[src/rtl/nes_video_pkg.sv]
`default_nettype none
// ============================================================================
//  Module      : nes_video_pkg
//  Description : Shared NES video constants. Holds the 64-entry master colour
//                table, the palette address mirror helper and the palette
//                reset value.
//  Revision    : 1.0 - initial release
// ============================================================================
package nes_video_pkg;

    // Value every palette entry takes after reset (NES colour index "black").
    localparam logic [5:0] c_pal_reset_val = 6'h0F;

    // Greyscale keeps only the luma row of the colour index.
    localparam logic [5:0] c_grey_mask = 6'h30;

    // 64 x 24-bit master colour table, {R,G,B}; element 0 is the first entry.
    localparam logic [0:63][23:0] c_nes_master = {
        24'h7C7C7C, 24'h0000FC, 24'h0000BC, 24'h4428BC, 24'h940084, 24'hA80020, 24'hA81000, 24'h881400,
        24'h503000, 24'h007800, 24'h006800, 24'h005800, 24'h004058, 24'h000000, 24'h000000, 24'h000000,
        24'hBCBCBC, 24'h0078F8, 24'h0058F8, 24'h6844FC, 24'hD800CC, 24'hE40058, 24'hF83800, 24'hE45C10,
        24'hAC7C00, 24'h00B800, 24'h00A800, 24'h00A844, 24'h008888, 24'h000000, 24'h000000, 24'h000000,
        24'hF8F8F8, 24'h3CBCFC, 24'h6888FC, 24'h9878F8, 24'hF878F8, 24'hF85898, 24'hF87858, 24'hFCA044,
        24'hF8B800, 24'hB8F818, 24'h58D854, 24'h58F898, 24'h00E8D8, 24'h787878, 24'h000000, 24'h000000,
        24'hFCFCFC, 24'hA4E4FC, 24'hB8B8F8, 24'hD8B8F8, 24'hF8B8F8, 24'hF8A4C0, 24'hF0D0B0, 24'hFCE0A8,
        24'hF8D878, 24'hD8F878, 24'hB8F8B8, 24'hB8F8D8, 24'h00FCFC, 24'hF8D8F8, 24'h000000, 24'h000000
    };

    // Stage-1 pipeline payload: the looked-up entry plus what travels with it.
    typedef struct packed {
        logic       valid;
        logic [2:0] emph;   // {emph_b, emph_g, emph_r}
        logic [5:0] entry;
    } s1_t;

    // Sprite-0 backdrop mirrors: 0x10/14/18/1C alias 0x00/04/08/0C.
    function automatic logic [4:0] pal_mirror(input logic [4:0] addr);
        logic [4:0] m;
        m = addr;
        if (addr[4] && (addr[1:0] == 2'b00)) begin
            m[4] = 1'b0;
        end
        return m;
    endfunction

    // Master table lookup.
    function automatic logic [23:0] nes_master(input logic [5:0] idx);
        return c_nes_master[idx];
    endfunction

    // Emphasis attenuation: x - x/4, cannot underflow in 8 bits.
    function automatic logic [7:0] emph_atten(input logic [7:0] x);
        return x - (x >> 2);
    endfunction

endpackage
`default_nettype wire

[src/rtl/nes_palette_ram.sv]
`default_nettype none
// ============================================================================
//  Module      : nes_palette_ram
//  Description : 32 x 6-bit palette storage. One write port, two
//                combinational read ports with write-first bypass, and a
//                synchronous clear to the reset colour. Addresses arrive
//                already mirrored.
//  Revision    : 1.0 - initial release
// ============================================================================
module nes_palette_ram
    import nes_video_pkg::*;
(
    input  logic       clk,
    input  logic       rst,
    input  logic       we,
    input  logic [4:0] waddr,
    input  logic [5:0] wdata,
    input  logic [4:0] raddr_a,
    input  logic [4:0] raddr_b,
    output logic [5:0] rdata_a,
    output logic [5:0] rdata_b
);

    logic [5:0] r_mem [32];

    // Storage update: reset wins over a simultaneous write.
    always_ff @(posedge clk) begin
        if (rst) begin
            for (int i = 0; i < 32; i++) begin
                r_mem[i] <= c_pal_reset_val;
            end
        end else if (we) begin
            r_mem[waddr] <= wdata;
        end
    end

    // Write-first read ports: a same-cycle write to the read address is forwarded.
    always_comb begin
        rdata_a = r_mem[raddr_a];
        rdata_b = r_mem[raddr_b];
        if (we && (waddr == raddr_a)) rdata_a = wdata;
        if (we && (waddr == raddr_b)) rdata_b = wdata;
    end

endmodule
`default_nettype wire

[src/rtl/nes_palette_pipe.sv]
`default_nettype none
// ============================================================================
//  Module      : nes_palette_pipe
//  Description : NES palette RAM with CPU read-back and a two-stage pixel
//                colour pipeline (palette lookup, then master table,
//                emphasis and channel truncation).
//                Build option: define NES_PAL_EMPHASIS_EN to enable colour
//                emphasis; without it mask[3:1] is ignored.
//  Revision    : 1.0 - initial release
// ============================================================================
module nes_palette_pipe
    import nes_video_pkg::*;
#(
    parameter int CH_WIDTH  = 8,
    parameter int PAL_DEPTH = 32
) (
    input  logic                         Clk,
    input  logic                         Reset,
    input  logic                         wr_en,
    input  logic [$clog2(PAL_DEPTH)-1:0] wr_addr,
    input  logic [5:0]                   wr_data,
    input  logic [$clog2(PAL_DEPTH)-1:0] rd_addr,
    output logic [5:0]                   rd_data,
    input  logic                         pix_valid,
    input  logic [$clog2(PAL_DEPTH)-1:0] pix_idx,
    input  logic [3:0]                   mask,
    output logic [3*CH_WIDTH-1:0]        rgb_out,
    output logic                         rgb_valid
);

    // Only the low five address bits select a palette entry.
    logic [4:0] w_wr_addr;
    logic [4:0] w_rd_addr;
    logic [4:0] w_pix_addr;
    logic [5:0] w_rd_entry;
    logic [5:0] w_pix_entry;

    assign w_wr_addr  = pal_mirror(wr_addr[4:0]);
    assign w_rd_addr  = pal_mirror(rd_addr[4:0]);
    assign w_pix_addr = pal_mirror(pix_idx[4:0]);

    nes_palette_ram u_ram (
        .clk     (Clk),
        .rst     (Reset),
        .we      (wr_en),
        .waddr   (w_wr_addr),
        .wdata   (wr_data),
        .raddr_a (w_rd_addr),
        .raddr_b (w_pix_addr),
        .rdata_a (w_rd_entry),
        .rdata_b (w_pix_entry)
    );

    s1_t r_s1;

    // CPU read-back register and pixel stage 1 (lookup, greyscale, side data).
    always_ff @(posedge Clk) begin
        if (Reset) begin
            rd_data <= 6'h00;
            r_s1    <= '0;
        end else begin
            rd_data       <= w_rd_entry;
            r_s1.valid    <= pix_valid;
            r_s1.emph     <= mask[3:1];
            r_s1.entry    <= mask[0] ? (w_pix_entry & c_grey_mask) : w_pix_entry;
        end
    end

    // Stage 2 combinational path: master colour, emphasis, truncation.
    logic [23:0]           w_rgb24;
    logic [7:0]            w_r;
    logic [7:0]            w_g;
    logic [7:0]            w_b;
    logic [3*CH_WIDTH-1:0] w_rgb_trunc;

    assign w_rgb24 = nes_master(r_s1.entry);

`ifdef NES_PAL_EMPHASIS_EN
    logic w_any_emph;
    assign w_any_emph = |r_s1.emph;
    // A channel is dimmed when some emphasis is active but not its own.
    assign w_r = (w_any_emph && !r_s1.emph[0]) ? emph_atten(w_rgb24[23:16]) : w_rgb24[23:16];
    assign w_g = (w_any_emph && !r_s1.emph[1]) ? emph_atten(w_rgb24[15:8])  : w_rgb24[15:8];
    assign w_b = (w_any_emph && !r_s1.emph[2]) ? emph_atten(w_rgb24[7:0])   : w_rgb24[7:0];
`else
    logic w_unused_emph;
    assign w_unused_emph = &{1'b0, r_s1.emph};
    assign w_r = w_rgb24[23:16];
    assign w_g = w_rgb24[15:8];
    assign w_b = w_rgb24[7:0];
`endif

    assign w_rgb_trunc = {w_r[7 -: CH_WIDTH], w_g[7 -: CH_WIDTH], w_b[7 -: CH_WIDTH]};

    // Pixel stage 2: output register holds its value on idle cycles.
    always_ff @(posedge Clk) begin
        if (Reset) begin
            rgb_out   <= '0;
            rgb_valid <= 1'b0;
        end else begin
            rgb_valid <= r_s1.valid;
            if (r_s1.valid) begin
                rgb_out <= w_rgb_trunc;
            end
        end
    end

endmodule
`default_nettype wire

[config.mk]
export PLATFORM = sky130hd
export DESIGN_NAME = nes_palette_pipe
export DESIGN_NICKNAME = d
export VERILOG_FILES = /design/src/rtl/nes_video_pkg.sv /design/src/rtl/nes_palette_ram.sv /design/src/rtl/nes_palette_pipe.sv
export SDC_FILE = /design/constraint.sdc
export NUM_CORES = 1
export LEC_CHECK = 0
export BUFFER_PORTS_ARGS = -buffer_cell sky130_fd_sc_hd__buf_2
export CAP_MARGIN = 5
export CORE_AREA = 2 2 166 168
export CTS_CLUSTER_DIAMETER = 200
export DETAILED_ROUTE_END_ITERATION = 16
export DIE_AREA = 0 0 168 170
export GPL_ROUTABILITY_DRIVEN = 0
export HOLD_SLACK_MARGIN = 0.03
export PLACE_DENSITY = 0.72
export SETUP_SLACK_MARGIN = 0.5
export SKIP_LAST_GASP = 1
export SYNTH_ARGS = -nofsm -noshare
export SYNTH_HDL_FRONTEND = slang
export SYNTH_SLANG_ARGS = --single-unit
[constraint.sdc]
create_clock -name Clk -period 4.46 [get_ports Clk]
set_clock_uncertainty 0.05 [all_clocks]
set_input_delay 0.669 -clock Clk [delete_from_list [all_inputs] [get_ports Clk]]
set_output_delay 0.669 -clock Clk [all_outputs]
set_load 0.01 [all_outputs]
## Word level (Yosys, flattened, before mapping)

Memories as Yosys holds them, arrays and structs flattened. A register that Yosys moved wholly into a read port is not among the register bits.
Index checks and enable logic that the tools add are counted.

| storage, ports and cells | value |
|---|---|
| memories kept | 2 |
| input bits | 29 |
| logic and storage cells | 29 |
| output and inout port bits | 31 |
| bits in registers | 8 |
| memory bits (writable) | 192 |
| memory bits (read-only) | 1,536 |

| operators by class | value |
|---|---|
| multiplexer cells | 12 |
| reductions and logical operators | 9 |
| bitwise operators | 1 |
| equality and inequality tests | 1 |

Memory list:

| memory | words | bits a word | rd ports | clocked after Yosys merged registers in | write ports | line | RTL |
|---|---|---|---|---|---|---|---|
| (name not given) | 64 | 24 | 1 | 1 | 0 | nes_video_pkg.sv:48 | `return c_nes_master[idx];` |
| u_ram.r_mem | 32 | 6 | 2 | 1 | 32 | nes_palette_ram.sv:24 | `logic [5:0] r_mem [32];` |

Operator list:

| cell | number |
|---|---|
| $mux W6 | 2 |
| $mux W1 | 9 |
| $not A6 Y7 | 1 |
| $logic_not A2 Y1 | 3 |
| $reduce_or A6 Y1 | 1 |
| $eq A5 B5 Y1 | 1 |
| $mux W5 | 1 |
| $logic_and A1 B1 Y1 | 4 |
| $reduce_or A2 Y1 | 1 |

## Logic depth before layout (Yosys ltp)

| depth | value |
|---|---|
| depth in word-level cells | 6 |
| depth in mapped cells | 9 |
| gate-level depth less buffers | 7 |

## By module

From an unflattened synthesis, not the netlist that was laid out.

| second synthesis, totals | value |
|---|---|
| cell total of the unflattened synthesis | 1,226 |
| area total of the unflattened synthesis | 13,509.2 um2 |

By module, submodules not included:

| module | seq. area each (um2) | cells an instance | area an instance (um2) | instances |
|---|---|---|---|---|
| nes_palette_ram | 5,765.5 | 890 | 11,004.3 | 1 |
| nes_palette_pipe | 640.6 | 336 | 2,504.9 | 1 |

## Least setup slack after synthesis

Ideal clock, no wire load.

| timing path | value |
|---|---|
| kind | input -> register |
| start point | in Reset |
| end point | mem u_ram.r_mem[13][0], enable pin |
| cell stages on the path | 7 |
| setup slack | 2.067 ns |
| library setup time | 0.360 ns |
| data required time | 4.050 ns |
| buffers on the path | 3 |
| data arrival time | 1.983 ns |
| cells stage by stage | and2b_1 -> nand2_1 -> or2_1 -> clkbuf_1 -> buf_2 -> buf_2 -> o21bai_1 |

RTL lines:

| element | line | RTL |
|---|---|---|
| from (decl) | nes_palette_pipe.sv:18 | `input logic Reset,` |
| to (decl) | nes_palette_ram.sv:24 |  |

## Final worst setup path

| timing path | value |
|---|---|
| start point | reg r_s1[1] in the netlist's numbering |
| end point | reg rgb_out[14] |

| between the ends | value |
|---|---|
| longest elaborated chain between the ends | 1 |

RTL lines:

| element | line | RTL |
|---|---|---|
| from (decl) | nes_palette_pipe.sv:54 | `s1_t r_s1;` |
| $not A6 Y7 (implied by the code) | nes_video_pkg.sv:48 |  |
| to (decl) | nes_palette_pipe.sv:27 | `output logic [3*CH_WIDTH-1:0] rgb_out,` |

No other way between the ends.
A chain may end at the register's enable or synchronous reset.

==> results.tsv <==
metric	value	unit
drive_gt1_share	18.49	%
hold_end	r_s1[9]	
hold_depth	2	
rsz0062_at_grt	no	
h-tree-depth	1	
whs	305.6	ps
portBuffers	50	
die_w	168	µm
cts.repair.resized	0	
fmax	362.3	MHz
path_clk_slew	60	ps
cts_tree	yes	
fin_util	53.18	%
rr_endpoint	rgb_out[14]	
hold_buffers	0	
fin_tns_setup	0	ps
post-route-period-util	61.89	%
coreArea	26650	µm²
r2r_setup_slack	1700	ps
maxSlewHeadroom	27.12	%
cap_violations	0	
wire_per_inst	24.09	µm
vias	9513	
worstMarginPinSlew	1087	ps
nNetsFinal	1161	
crit_path_end_kind	register	
dp_hpwl	23750	µm
cp-start-kind	register	
syn2layout_area_growth	7.794	%
postRouteAntennaNets	0	
drc	0	
initial_utilization	49.33	%
reg2reg_depth	6	
nFillCells	2268	
syn_area	13150	µm²
fin_crit	2760	ps
startpoint	r_s1[1]	
synth_cell_types	79	
worstSetupPathType	register to register	
grt_pass1_vias	9232	
dpl.cell_count	1436	
finalSetupViolCount	0	
dieArea	28560	µm²
drt-total-wl	35720	µm
synth_cells	1126	
fp-row-count	60	
min_from	pix_valid	
synth-seq-cells	222	
dp_worst_setup_slack	1229	ps
path_max_fanout	13	
peakVddDrop	402.3	µV
power_leakage	4.956	nW
overflow	0	
power.density	375.8	nW/µm²
ys_warn_count	0	
routed_via_density	6.415	
layout_commonest_cell	edfxtp_1	
cts-root-buf	clkbuf_16	
grt_pass1_wl	54630	µm
async_reset_ff_share	0	%
setup_ws	1700	ps
avgSynthCellArea	11.68	µm²
dr.pass1.iters	6	
track_usage	24.98	%
fp.dieH	170	µm
seq_area_frac_synth	48.27	%
io-pin-count	60	
synth_edf_count	190	
numCtsBuffers	25	
maxSlewViolCount	0	
clkLatencyLatePin	560	ps
cts_sinks	222	
required	4850	ps
post-cts-setup-buffers	0	
fin_cells	1483	
worst_ep_arrival_time	3150	ps
worstReg2RegStart	r_s1[1]	
synth_top_flop_cell	edfxtp_1	
hold_path.class	input pin to register	
status	finished, final reports clean	
layout_common_cells	190 x edfxtp_1, 76 x mux2i_1, 67 x nand2_1	
grt_max_degree	57	
finalHoldViolCount	0	
antenna_found_initial	2	
drt_iter0_drc	1271	
clock_path_buffers	3	
-- synth_stat cells, drive strengths merged, types with 13 or more instances --
library cell / instances / area share (%)
buf: 62 / 3.5
edfxtp: 190 / 43
o21ai: 36 / 1.5
or3: 48 / 2.3
mux2: 16 / 1.5
dfxtp: 32 / 4.9
o22ai: 32 / 1.5
nor2: 66 / 1.9
nor3: 41 / 1.6
nor2b: 18 / 0.86
a211oi: 13 / 0.74
nand3: 19 / 0.72
o21bai: 13 / 0.74
mux4: 61 / 11
a21oi: 29 / 1.1
nand2b: 34 / 1.6
nand2: 67 / 1.9
clkbuf: 57 / 1.6
or2: 65 / 3.1
mux2i: 76 / 5.8
-- per-layer routing --
metal	vias to the layer above	GRT usage [%]	part of all wire [%]
met5	-	0	0.025
li1	4246	-	-
met3	101	4.605	9.0
met4	2	8.960	3.8
met1	4663	33.15	40
met2	501	41.38	48
-- kinds of logic after synthesis --
family | Yosys count | synth area share [%]
AND/OR/NAND/NOR | 389 | 15.68
flip-flops | 222 | 48.27
AO/OA/AOI/OAI | 206 | 10.96
multiplexers | 153 | 17.86
buffers and inverters | 133 | 5.482
XOR/XNOR | 11 | 0.7328
adder cells (fa/ha/maj) | 10 | 0.9517
other | 2 | 0.05712
-- power by group --
part | internal, W | total, W | switching, W
Clock | 0.00118 | 0.00203 | 0.000857
Combinational | 0.000330 | 0.000825 | 0.000495
Sequential | 0.00238 | 0.00247 | 0.0000837
Total | 0.00389 | 0.00533 | 0.00144
-- through the flow --
| stage | power, W | instance area (µm²) |
|---|---|---|
| floorplan | 0.003088 | 13250 |
| finish | 0.005326 | 14170 |
| global route | 0.005485 | 14170 |
| detailed placement | 0.003313 | 13360 |
| CTS | 0.005325 | 14170 |
| global placement | 0.003294 | 13360 |
-- how the worst max path moves through the flow --
stage / to / cells past startpoint
after floorplan: u_ram.r_mem[13][0] / 7
after global placement: u_ram.r_mem[29][3] / 4
after detailed placement: u_ram.r_mem[29][3] / 4
after CTS: rgb_out[14] / 6
after global routing: rgb_out[14] / 6
final: rgb_out[14] / 6
-- flip-flops by register name (all words and copies together) (netlist names) --
register	count
rd_data	6
rgb_valid	1
rgb_out	18
u_ram.r_mem	190
r_s1	7
-- critical path, cell delays in order, from the launching register on --
cell and delay, ps:
dfxtp_1 600, inv_1 260, ha_1 540, mux2_1 360, mux4_2 470, nand2b_1 170
a311oi_2 230
-- final cells by class --
| class | instances | area [µm²] | area share [%] |
|---|---|---|---|
| sequential | 222 | 6346 | 44.78 |
| multi-input combinational | 797 | 6178 | 43.60 |
| clock buffer | 34 | 710.7 | 5.015 |
| tap | 341 | 426.7 | 3.011 |
| timing repair buffer | 62 | 357.8 | 2.525 |
| clock inverter | 12 | 97.59 | 0.6886 |
| inverter | 14 | 52.55 | 0.3708 |
| antenna | 1 | 2.502 | 0.01766 |
No activity file was read; power rests on OpenSTA's default activity.
